$ cat src/rtl/gray_counter.sv
// Up/down Gray-code counter with synchronous load and terminal-count flag.
// The count lives only in a Gray-coded register. Each step decodes it to
// binary, adds or subtracts one, and re-encodes, so g changes one bit per step.
// Optional build macro GRAY_COUNTER_SATURATE_EN: when defined, the counter
// holds at its terminal value instead of wrapping, and wrap is never asserted.
module gray_counter #(
   parameter int unsigned WIDTH = 4
) (
   input  logic             clk,
   input  logic             rst,
   input  logic             en,
   input  logic             up,
   input  logic             ld,
   input  logic [WIDTH-1:0] d,
   output logic [WIDTH-1:0] g,
   output logic [WIDTH-1:0] b,
   output logic             tc,
   output logic             wrap
);

   logic [WIDTH-1:0] g_q;
   logic             wrap_q;
   logic [WIDTH-1:0] bin;
   logic [WIDTH-1:0] bin_step;
   logic [WIDTH-1:0] g_step;
   logic [WIDTH-1:0] g_load;
   logic             tc_int;

   // Gray-to-binary decode: each binary bit is the XOR of all Gray bits at or above it
   always_comb begin
      bin = '0;
      for (int i = 0; i < int'(WIDTH); i++) begin
         bin[i] = ^(g_q >> i);
      end
   end

   // Next-step value in binary and Gray, terminal-count flag, and load encoding
   always_comb begin
      bin_step = up ? (bin + WIDTH'(1)) : (bin - WIDTH'(1));
      g_step   = bin_step ^ (bin_step >> 1);
      g_load   = d ^ (d >> 1);
      tc_int   = up ? (bin == {WIDTH{1'b1}}) : (bin == '0);
   end

   // State update with priority rst > ld > en > hold
   always_ff @(posedge clk) begin
      if (rst) begin
         g_q    <= '0;
         wrap_q <= 1'b0;
      end else if (ld) begin
         g_q    <= g_load;
         wrap_q <= 1'b0;
      end else if (en) begin
`ifdef GRAY_COUNTER_SATURATE_EN
         // Stick at the terminal value in the current direction
         if (!tc_int) begin
            g_q <= g_step;
         end
         wrap_q <= 1'b0;
`else
         g_q    <= g_step;
         wrap_q <= tc_int;
`endif
      end else begin
         wrap_q <= 1'b0;
      end
   end

   assign g    = g_q;
   assign b    = bin;
   assign tc   = tc_int;
   assign wrap = wrap_q;

endmodule
$ cat config.mk
export PLATFORM = sky130hd
export DESIGN_NAME = gray_counter
export DESIGN_NICKNAME = d
export VERILOG_FILES = /design/src/rtl/gray_counter.sv
export SDC_FILE = /design/constraint.sdc
export NUM_CORES = 1
export LEC_CHECK = 0
export ABC_AREA = 1
export CAP_MARGIN = 20
export CELL_PAD_IN_SITES_DETAIL_PLACEMENT = 0
export CELL_PAD_IN_SITES_GLOBAL_PLACEMENT = 1
export CORE_UTILIZATION = 36
export DETAILED_ROUTE_END_ITERATION = 10
export DONT_BUFFER_PORTS = 1
export GPL_ROUTABILITY_DRIVEN = 0
export PLACE_DENSITY_LB_ADDON = 0.12
export SETUP_SLACK_MARGIN = 0.2
export SLEW_MARGIN = 10
export SYNTH_ARGS = -nofsm -noshare
export SYNTH_HDL_FRONTEND = slang
export SYNTH_SLANG_ARGS = --single-unit
$ cat constraint.sdc
create_clock -name clk -period 2.3 [get_ports clk]
set_input_delay 0 -clock clk [delete_from_list [all_inputs] [get_ports clk]]
set_output_delay 0 -clock clk [all_outputs]
set_load 0.01 [all_outputs]
==> Yosys cells after proc, flatten, opt, wreduce, memory -nomap -nowiden <==
Cells that the tools add are included.
{ "totals": {"in_bits": 9, "output_inout_bits": 10, "wordCells": 19, "regBits": 5} }
{ "classes": {"add_sub_neg": 2, "muxes": 4, "n_eq_ne": 1, "bitwise_logic": 3, "n_reduce_logical": 7} }
{ "ops": {"columns": ["operator", "count"], "rows": [
  ["$reduce_xor A4 Y1", 4],
  ["$mux W4", 3],
  ["$xor A4 B3 Y4", 2],
  ["$add A4 B1 Y4 const B", 1],
  ["$eq A4 B4 Y1 const B", 1],
  ["$logic_not A4 Y1", 1],
  ["$sub A4 B1 Y4 const B", 1],
  ["$reduce_or A3 Y1", 1],
  ["$reduce_bool A2 Y1", 1],
  ["$mux W1", 1],
  ["$not A1 Y1", 1]
]} }

==> Longest topological paths before layout <==
Gate-level depths: netlist of the first run.
{ "logic_depth": {"ltp_word": 6, "mapped_depth": 15, "depth_no_buf": 15} }

==> Worst setup path after synthesis of the first run <==
No wires, ideal clock.
{ "synth_timing": {"path_type": "register to register", "startpoint": "register g_q[3], in the netlist g[3]", "endpoint": "register g_q[2], in the netlist g[2]", "setup_ns": 0.122, "period_less_slack_ns": 2.484, "required_time_ns": 2.178, "path_stages_with_launch": 16, "t_arrival_ns": 2.363, "path_buffers": 0, "slack_ns": -0.184, "cell_sequence": "dfxtp_1 -> inv_1 -> ha_1 -> inv_1 -> nand2_1 -> nand2_1 -> nand2_2 -> nand2_1 -> inv_2 -> fa_1 -> xnor2_1 -> nand3_1 -> o21ai_0 -> inv_1 -> nand2_1 -> a21oi_2"} }
{ "synth_between": {"elab_chain_len": 6, "word_cells_on_any_way": 10, "cone_classes": "2 x add/sub; 3 x mux; 1 x bitwise; 4 x reduce/logical"} }
{ "synth_rtl": {"columns": ["item", "line_no", "text"], "rows": [
  ["start, declared", "21", "logic [WIDTH-1:0] g_q;"],
  ["start signal, assigned", "51", "g_q <= g_load;"],
  ["start signal, assigned", "61", "g_q <= g_step;"],
  ["$reduce_xor A4 Y1 *", "33", "bin[i] = ^(g_q >> i);"],
  ["named net b[2]", "16", "output logic [WIDTH-1:0] b,"],
  ["$sub A4 B1 Y4 / $add A4 B1 Y4 (equally long branches)", "39", "bin_step = up ? (bin + WIDTH'(1)) : (bin - WIDTH'(1));"],
  ["$mux W4 *", "39", null],
  ["$xor A4 B3 Y4 *", "40", "g_step = bin_step ^ (bin_step >> 1);"],
  ["$mux W4 *", "53", "end else if (en) begin"],
  ["$mux W4 *", "50", "end else if (ld) begin"]
]} }
Mark *: on every way through the listed nets, which the timed path passes. The rest lies on a longest branch. The select of a mux whose other input is x is not followed.
A chain may end at the register's enable or synchronous reset.

==> Worst setup path in the final report of the first run <==
{ "layout_timing": {"startpoint": "register g_q[2], in the netlist g[2]", "endpoint": "register g_q[2], in the netlist g[2]"} }
The elaborated chain is that of the path after synthesis.

==> results.md, run 1 <==
- Clock share of power: 0.099
- Sequential cell area fraction in the yosys report: 0.199
- I/O Buffers: 0
- First-pass GRT wire length: 1940 um
- Crit start category: flop
- Unique masters post-synth: 21
- Setup-failing EPs final: 0
- Largest net degree at the start of global routing: 9
- Switching Share: 0.494
- Max Cap Viol: 0
- Fin worst setup slack: 0.180 ns
- DRT iter0 DRCs: 7
- Status: complete, no violations
- Vias after detailed routing: 505
- Cell Rows: 13
- WL/cell: 13.1 um
- Worst Hold Depth: 3
- Die area: 0.00155 sq mm
- Mapped Cells: 71
- Clock Path Buffers: 2
- Vias per cell: 5.05
- Pleak: 0.000342 uW
- Synth top area share: 0.199
- Power share of the combinational group: 0.755
- Initial Utilization: 0.387
- Hold Path Origin: en
- RSZ-0062 raised after global routing: yes
- Clk_lat worst skew: 0.24 ns
- Peak VDD IR: 0.769 mV
- Fmax achieved: 472 MHz
- Number of I/O pins: 19
- Dpl hpwl: 967 um
- Layout cells sized above 1: 0.388
- Vias in the first global route: 436
- Ranking of synthesized cells by area: dfxtp_1 (20%), inv_1 (11%), xor2_1 (10%)
- Post-DRT Antenna Nets: 0
- Layout fillers: 127
- Hold path endpoint: g[1]$_SDFFE_PP0P_
- Critical R2R Launch: g[2]$_SDFFE_PP0P_
- Worst r2r path cells: 14
- R2R Path End: g[2]$_SDFFE_PP0P_
- Detailed Route WL: 1310 um
- Max Slew Vio Count: 0
- P_int: 521 uW
- CTS Buf Count: 3
- Placed Area: 579 sq um
- Rel. slew slack: 0.835
- Biggest area consumer among synthesized cells: dfxtp_1
- Worst-Margin Slew: 0.247 ns
- WP data arrival: 2.25 ns
- CTS tree: done
- Drt drc: 0
- Total core area: 0.00130 sq mm
- Power per Cell Area: 1440 mW/mm^2
- H-Tree Depth: 1
- Root buffer cell: clkbuf_4
- Layout area overhead: 42.5%
- Largest fanout on the critical path: 4
- Final Util: 0.551
- CTS clk-pin slew, worst paths: 0.04 ns
- Post-route cell area: 717 sq um
- Setup crit end kind: flop
- Total Neg Setup Slack: 0 ns
- Switching pwr: 508 uW
- Fin. Hold Viols: 0
- Post-Syn Nets: 85
- Total power: 1030 uW
- Total Nets Final: 100
- TritonCTS Sinks: 5
- Count of state elements after synthesis: 5
- Min-delay worst type: input pin to flop
- Antenna diodes: 0
- First drt pass iteration count: 4
- Die H: 39.4 um
- Ys Warns: 0
- Synthesized area: 503 sq um
- Post-layout min period: 2.12 ns
- Period utilization: 0.922
- R2r setup slk: 0.18 ns
- Sequential Power Share: 0.146
- Die Span X: 39.4 um
- Kind of critical path: flop to flop
- Tot GR Track Use: 0.200
- Dpl ws: 0.169 ns
- Total global routing overflow: 0
- Required @ worst endpoint: 2.43 ns
- Initial antenna violation count: 0
- Worst clock skew: 0.00115 ns
- Syn avg cell area: 7.08 sq um
cell families after synthesis:
| kind of cell | share of synthesized area |
|---|---|
| AO/OA/AOI/OAI | 0.139 |
| XOR/XNOR | 0.139 |
| adder cells (fa/ha/maj) | 0.139 |
| AND/OR/NAND/NOR | 0.249 |
| flip-flops | 0.199 |
| buffers and inverters | 0.134 |
sequential cells by signal, summed over array words and instances (netlist names):
name / flops
g: 4
wrap: 1
per-layer routing:
metal  GRT usage  vias to the layer above  share of wire
met5           0                        -              0
met4      0.0517                        0         0.0061
met3       0.102                        3          0.081
met2       0.329                       22           0.50
met1       0.224                      222           0.41
li1            -                      258              -
what timing repair did:
item / 4_1_cts / 5_1_grt
endpoints found under the hold margin: 5 / 0
gates resized for setup: 4 / 7
gates cloned: 0 / 0
setup endpoints to repair: 3 / 3
buffers inserted: 2 / 0
hold buffers: 6 / 0
pin swaps: 4 / 9
worst max path at each step:
stage,end,slack (ns),cells after the start,from
6_report,g[2]$_SDFFE_PP0P_,0.18,14,g[2]$_SDFFE_PP0P_
5_1_grt,g[2]$_SDFFE_PP0P_,0.07,14,g[2]$_SDFFE_PP0P_
4_1_cts,g[1]$_SDFFE_PP0P_,0.17,12,g[2]$_SDFFE_PP0P_
3_5_place_dp,g[2]$_SDFFE_PP0P_,0.17,15,g[2]$_SDFFE_PP0P_
3_3_place_gp,g[0]$_SDFFE_PP0P_,0.20,14,g[2]$_SDFFE_PP0P_
2_1_floorplan,g[0]$_SDFFE_PP0P_,0.23,14,g[2]$_SDFFE_PP0P_
critical path: stages (launching register included):
cell	delay, ns
dfxtp_4	0.35
inv_4	0.04
ha_4	0.30
inv_2	0.04
nand2_2	0.06
nand3_2	0.08
nand2_2	0.11
inv_4	0.06
fa_2	0.39
xnor2_4	0.22
nand3_1	0.09
o21ai_1	0.08
inv_1	0.06
nand2_2	0.07
a21oi_2	0.05
cell usage in the layout, fill, tap and decap left out, types with 3 or more instances in the layout:
cell type      instances
clkbuf_4               3
buf_4                  5
a21oi_1                3
dlygate4sd3_1          6
nand2_1                7
xor2_1                 6
nand3_1                4
nand4_1                3
inv_1                 10
ha_1                   3
nand2_2                6
inv_2                  4
power groups by stage:
stage	logic [uW]	registers [uW]	clock network (uW)
3_3_place_gp	622	145	0
4_1_cts	699	147	103
5_1_grt	865	154	110
2_1_floorplan	504	148	0
6_report	777	150	102
3_5_place_dp	634	145	0
cells in the mapped netlist, drive strengths merged:
cell type and count:
inv 16, o221ai 1, nand2 13, xor2 6, nand4 4, nand3 6, a31oi 1, dfxtp 5
ha 4, nor2 2, a21oi 5, buf 1, a22oi 1, fa 1, o21ai 3, xnor2 2
layout make-up:
class	count	area, sq um	area share
multi-input cells	49	400	0.558
well taps	15	18.8	0.0262
repair buffers	11	97.6	0.136
clock buffers	4	26.3	0.0366
flip-flops and latches	5	109	0.152
inverters	16	65.1	0.0908
through the flow:
step / hold slack (ns) / instances
floorplan: 0.0594 / 71
global placement: 0.0646 / 88
detailed placement: 0.0624 / 88
CTS: 0.00841 / 100
global route: 0.0190 / 100
finish: 0.000419 / 100
No activity file was read; power rests on OpenSTA's default activity.
==> run 2, diff against run 1 <==
--- a/config.mk
+++ b/config.mk
@@ -6,6 +6,7 @@
 export NUM_CORES = 1
 export LEC_CHECK = 0
 export ABC_AREA = 1
+export ABC_CLOCK_PERIOD_IN_PS = 2300
 export CAP_MARGIN = 20
 export CELL_PAD_IN_SITES_DETAIL_PLACEMENT = 0
 export CELL_PAD_IN_SITES_GLOBAL_PLACEMENT = 1
@@ -14,6 +15,7 @@
 export DONT_BUFFER_PORTS = 1
 export GPL_ROUTABILITY_DRIVEN = 0
 export PLACE_DENSITY_LB_ADDON = 0.12
+export RECOVER_POWER = 100
 export SETUP_SLACK_MARGIN = 0.2
 export SLEW_MARGIN = 10
 export SYNTH_ARGS = -nofsm -noshare
==> run 2 against run 1 <==
Effect of this change: sequential cell count unchanged; worst hold slack better by 0.0074 ns; final cell count unchanged; non-clock buffer count unchanged; critical endpoint unchanged; largest power group unchanged; highest routed layer unchanged.
==> results.md, run 2 (synthesized netlist as in run 1, its figures left out) <==
- Seq. cell area: 104 sq um (-4.6%)
- Dpl ws: 0.169 ns (unchanged)
- DRT iter0 DRCs: 7 (unchanged)
- Fin. Hold Viols: 0 (unchanged)
- Most common cell after layout, fill and taps aside: inv_1
- Period utilization: 0.930 (+0.00798)
- CTS clk-pin slew, worst paths: 0.04 ns (about the same)
- Kind of critical path: flop to flop
- Post-DRT Antenna Nets: 0 (unchanged)
- Post-layout min period: 2.14 ns (+0.0183 ns)
- Fin worst setup slack: 0.162 ns (-0.0183 ns)
- Die area: 0.00155 sq mm (unchanged)
- Total Nets Final: 100 (unchanged)
- Vias in the first global route: 436 (unchanged)
- Required @ worst endpoint: 2.43 ns (about the same)
- Setup-failing EPs final: 0 (unchanged)
- Commonest cells after routing, fill and taps aside: inv_1 (10), nand2_1 (9), xor2_1 (6), dlygate4sd3_1 (6)
- Root buffer cell: clkbuf_4
- Vias per cell: 5.04 (-0.20%)
- Antenna diodes: 0 (unchanged)
- Drt drc: 0 (unchanged)
- Crit start category: flop
- Min-delay worst type: input pin to flop
- Status: complete, no violations
- CTS Buf Count: 3 (unchanged)
- RSZ-0062 raised after global routing: yes
- Largest fanout on the critical path: 4 (unchanged)
- Final hold slack: 0.00783 ns (+0.00741 ns)
- Vias after detailed routing: 504 (-0.20%)
- Initial Utilization: 0.387 (unchanged)
- Worst clock skew: 0.00139 ns (+0.000241 ns)
- Max Cap Viol: 0 (unchanged)
- Multi-input combinational cell area: 390 sq um (-2.5%)
- Die Span X: 39.4 um (unchanged)
- Hold Path Origin: en
- Worst Hold Depth: 3 (unchanged)
- Peak VDD IR: 0.767 mV (-0.21%)
- Layout fillers: 132 (+3.9%)
- R2r setup slk: 0.16 ns (-0.02 ns)
- Initial antenna violation count: 0 (unchanged)
- Clock Path Buffers: 2 (unchanged)
- I/O Buffers: 0 (unchanged)
- R2R Path End: g[2]$_SDFFE_PP0P_
- CTS tree: done
- Fmax achieved: 468 MHz (-0.86%)
- Total global routing overflow: 0 (unchanged)
- WL/cell: 13.1 um (+0.54%)
- Max Slew Vio Count: 0 (unchanged)
- Tot GR Track Use: 0.200 (unchanged)
- Dpl hpwl: 967 um (unchanged)
- First drt pass iteration count: 4 (unchanged)
- Total core area: 0.00130 sq mm (unchanged)
- Largest register FFs: 4 (unchanged)
- Rel. slew slack: 0.781 (-0.0536)
- Number of I/O pins: 19 (unchanged)
- Cell Rows: 13 (unchanged)
- First-pass GRT wire length: 1940 um (unchanged)
- Total Neg Setup Slack: 0 ns (unchanged)
- Worst-Margin Slew: 0.328 ns (+0.0802 ns)
- Layout cells sized above 1: 0.329 (-0.0588)
- Layout area overhead: 39.6%
- Worst r2r path cells: 14 (unchanged)
- TritonCTS Sinks: 5 (unchanged)
- Critical R2R Launch: g[2]$_SDFFE_PP0P_
- Die H: 39.4 um (unchanged)
- Clk_lat worst skew: 0.24 ns (about the same)
- WP data arrival: 2.26 ns (about the same)
- Final Util: 0.539 (-0.0115)
- Setup crit end kind: flop
- Largest net degree at the start of global routing: 9 (unchanged)
- Detailed Route WL: 1310 um (+0.54%)
- H-Tree Depth: 1 (unchanged)
- Pleak: 0.000340 uW (-0.69%)
- Power per Cell Area: 1440 mW/mm^2 (+0.31%)
- Hold path endpoint: g[1]$_SDFFE_PP0P_
-- run 2: worst max-delay path by stage --
stage          depth (start not counted)  slack [ns]                 to         startpoint
2_1_floorplan                         14        0.23  g[0]$_SDFFE_PP0P_  g[2]$_SDFFE_PP0P_
3_3_place_gp                          14        0.20  g[0]$_SDFFE_PP0P_  g[2]$_SDFFE_PP0P_
3_5_place_dp                          15        0.17  g[2]$_SDFFE_PP0P_  g[2]$_SDFFE_PP0P_
4_1_cts                               12        0.17  g[1]$_SDFFE_PP0P_  g[2]$_SDFFE_PP0P_
5_1_grt                               15        0.02  g[2]$_SDFFE_PP0P_  g[3]$_SDFFE_PP0P_
6_report                              14        0.16  g[2]$_SDFFE_PP0P_  g[2]$_SDFFE_PP0P_
-- run 2: critical path, stage by stage, from the launching register on --
cell and delay [ns]:
dfxtp_4 0.35, inv_4 0.04, ha_4 0.30, nand2_2 0.06, nand2_1 0.06, nand2_1 0.08, nand2_2 0.11, inv_4 0.06
fa_2 0.39, xnor2_4 0.22, nand3_1 0.09, o21ai_1 0.08, inv_1 0.06, nand2_2 0.07, a21oi_2 0.05
-- run 2: power breakdown --
part | switching, uW | internal [uW]
clock network | 36.2 | 65.6
logic | 427 | 334
registers | 35.2 | 112
total | 499 | 512
-- run 2: repair_timing --
item                                    4_1_cts  5_1_grt
hold buffers                                  6        0
gates resized for setup                       4        7
cloned                                        0        0
endpoints found under the setup margin        3        3
hold endpoints to repair                      5        0
setup buffers                                 2        0
pin swaps                                     4        9
-- run 2: metal layers --
metal | vias to the layer above | global-route usage | wire (um)
met1 | 222 | 0.224 | 547
met4 | 0 | 0.0517 | 8
met5 | - | 0 | 0
li1 | 257 | - | -
met2 | 22 | 0.329 | 651
met3 | 3 | 0.102 | 106
-- run 2: final cells by class --
cell class	instances	area share
multi-input combinational	49	0.556
sequential	5	0.148
timing repair buffer	11	0.139
inverter	16	0.0927
clock buffer	4	0.0374
tap	15	0.0267
-- run 2: per-stage QoR --
step	cells	power (uW)	cell area [sq um]
2_1_floorplan	71	652	546
3_3_place_gp	88	768	579
3_5_place_dp	88	780	579
4_1_cts	100	949	686
5_1_grt	100	1110	702
6_report	100	1010	702
==> run 3, diff against run 2 <==
==> constraint.sdc (replaced) <==
create_clock -name clk -period 2.3 [get_ports clk]
set_input_delay 0 -clock clk [delete_from_list [all_inputs] [get_ports clk]]
set_output_delay 0 -clock clk [all_outputs]
set_load 0.05 [all_outputs]
==> run 3 against run 2 <==
Effect of this change: design area increased by 6.4%; fmax is 0.18% higher; die area unchanged; register-to-register slack about the same; core utilization increased by 3.5 points; via count up 7.9%.
==> results.md, run 3 (synthesized netlist as in run 1, its figures left out) <==
- Status: complete, no violations
- Post-layout min period: 2.13 ns (-0.00381 ns)
- Dpl hpwl: 928 um (-4.1%)
- First drt pass iteration count: 4 (unchanged)
- H-Tree Depth: 1 (unchanged)
- Dpl ws: 0.133 ns (-0.0361 ns)
- Pleak: 0.000364 uW (+7.1%)
- Initial antenna violation count: 0 (unchanged)
- Required @ worst endpoint: 2.44 ns (about the same)
- WL/cell: 11.9 um (-9.3%)
- Largest register FFs: 4 (unchanged)
- Die area: 0.00155 sq mm (unchanged)
- CP Launch Point: g[3]$_SDFFE_PP0P_
- Detailed Route WL: 1270 um (-3.0%)
- RSZ-0062 raised after global routing: yes
- Placed Area: 621 sq um (+7.1%)
- Vias after detailed routing: 544 (+7.9%)
- Vias per cell: 5.08 (+0.88%)
- Layout cells sized above 1: 0.326 (-0.00332)
- Crit start category: flop
- Vias in the first global route: 471 (+8.0%)
- Setup-failing EPs final: 0 (unchanged)
- CTS tree: done
- Total global routing overflow: 0 (unchanged)
- Hold Path Origin: d[0]
- Die H: 39.4 um (unchanged)
- Layout area overhead: 48.5%
- Post-route cell area: 747 sq um (+6.4%)
- TritonCTS Sinks: 5 (unchanged)
- Total Nets Final: 107 (+7.0%)
- Setup crit end kind: flop
- Total core area: 0.00130 sq mm (unchanged)
- Clock Path Buffers: 2 (unchanged)
- Final hold slack: 0.0320 ns (+0.0242 ns)
- Antenna diodes: 0 (unchanged)
- First-pass GRT wire length: 1890 um (-2.5%)
- Most common cell after layout, fill and taps aside: inv_1
- Period utilization: 0.928 (-0.00166)
- CTS Buf Count: 3 (unchanged)
- Initial Utilization: 0.387 (unchanged)
- Min-delay worst type: input pin to flop
- Largest net degree at the start of global routing: 9 (unchanged)
- Commonest cells after routing, fill and taps aside: inv_1 (12), nand2_1 (8), xor2_1 (6), clkbuf_1 (6), dlygate4sd3_1 (6)
- Drt drc: 0 (unchanged)
- Peak VDD IR: 0.810 mV (+5.5%)
- Largest fanout on the critical path: 4 (unchanged)
- Rel. slew slack: 0.609 (-0.172)
- Worst clock skew: 0.00327 ns (+0.00188 ns)
- CTS clk-pin slew, worst paths: 0.05 ns (about the same)
- I/O Buffers: 0 (unchanged)
- Fmax achieved: 469 MHz (+0.18%)
- Fin worst setup slack: 0.166 ns (+0.00381 ns)
- Fin. Hold Viols: 0 (unchanged)
- Tot GR Track Use: 0.192 (-0.00805)
- Kind of critical path: flop to flop
- Post-DRT Antenna Nets: 0 (unchanged)
- Die Span X: 39.4 um (unchanged)
- DRT iter0 DRCs: 6 (-1)
- Clk_lat worst skew: 0.25 ns (about the same)
- Max Cap Viol: 0 (unchanged)
- Number of I/O pins: 19 (unchanged)
- Final Util: 0.574 (+0.0346)
- Cell Rows: 13 (unchanged)
- Power per Cell Area: 1630 mW/mm^2 (+13%)
- Max Slew Vio Count: 0 (unchanged)
- Critical R2R Launch: g[3]$_SDFFE_PP0P_
- WP data arrival: 2.27 ns (about the same)
- Worst-Margin Slew: 0.588 ns (+0.261 ns)
- Root buffer cell: clkbuf_4
==> run 3: cell types whose count changed in the layout (fill, tap and decap cells not counted), sizes merged <==
cell | previous run | this run
buf | 5 | 6
clkbuf | 4 | 10
==> run 3: final timing paths <==
kind / end / slack [ns] / cells past startpoint
min: g[0]$_SDFFE_PP0P_ / 0.03 / 3
max reg2reg: g[0]$_SDFFE_PP0P_ / 0.17 / 14
max: g[0]$_SDFFE_PP0P_ / 0.17 / 14
min reg2reg: g[1]$_SDFFE_PP0P_ / 0.63 / 2
==> run 3: timing repair <==
action | in CTS | in global routing
hold endpoints to repair | 5 | 0
resized for setup | 1 | 7
setup buffers | 4 | 1
pin swaps | 7 | 2
hold buffers | 6 | 0
setup endpoints to repair | 3 | 4
==> run 3: layer usage <==
layer | vias up | GRT usage | wire length (um)
li1 | 272 | - | -
met1 | 250 | 0.232 | 532
met2 | 22 | 0.325 | 633
met3 | 0 | 0.0909 | 108
met4 | 0 | 0 | 0
met5 | - | 0 | 0
==> run 3: layout make-up <==
| class | instances | area (sq um) |
|---|---|---|
| tap | 15 | 18.8 |
| multi-input combinational | 49 | 397 |
| inverter | 16 | 67.6 |
| clock buffer | 4 | 26.3 |
| timing repair buffer | 18 | 133 |
| sequential | 5 | 105 |
| fill | 135 | 554 |
==> run 3: worst max-delay path, cell delays in order, from the launching register on <==
cell and delay (ns):
dfxtp_1 0.35, inv_2 0.06, ha_4 0.25, inv_2 0.06
nand2_4 0.05, nand2_2 0.07, nand2_2 0.06, nand2_4 0.10
inv_8 0.07, fa_2 0.52, inv_1 0.07, nand2_1 0.07
nand3_1 0.08, o221ai_2 0.16, inv_1 0.05
==> run 3: report_power, final <==
| group | leakage (uW) | internal [uW] | switching (uW) |
|---|---|---|---|
| clock network | 0.0000150 | 65.8 | 39.7 |
| logic | 0.000306 | 333 | 631 |
| registers | 0.0000422 | 114 | 32.7 |
| total | 0.000364 | 513 | 704 |
==> run 3: through the flow <==
stage / std cells / setup TNS, ns / total power [uW]
6_report: 107 / 0 / 1220
3_3_place_gp: 92 / 0 / 1040
3_5_place_dp: 92 / 0 / 1040
2_1_floorplan: 71 / -0.0196 / 890
5_1_grt: 107 / 0 / 1310
4_1_cts: 106 / 0 / 1220
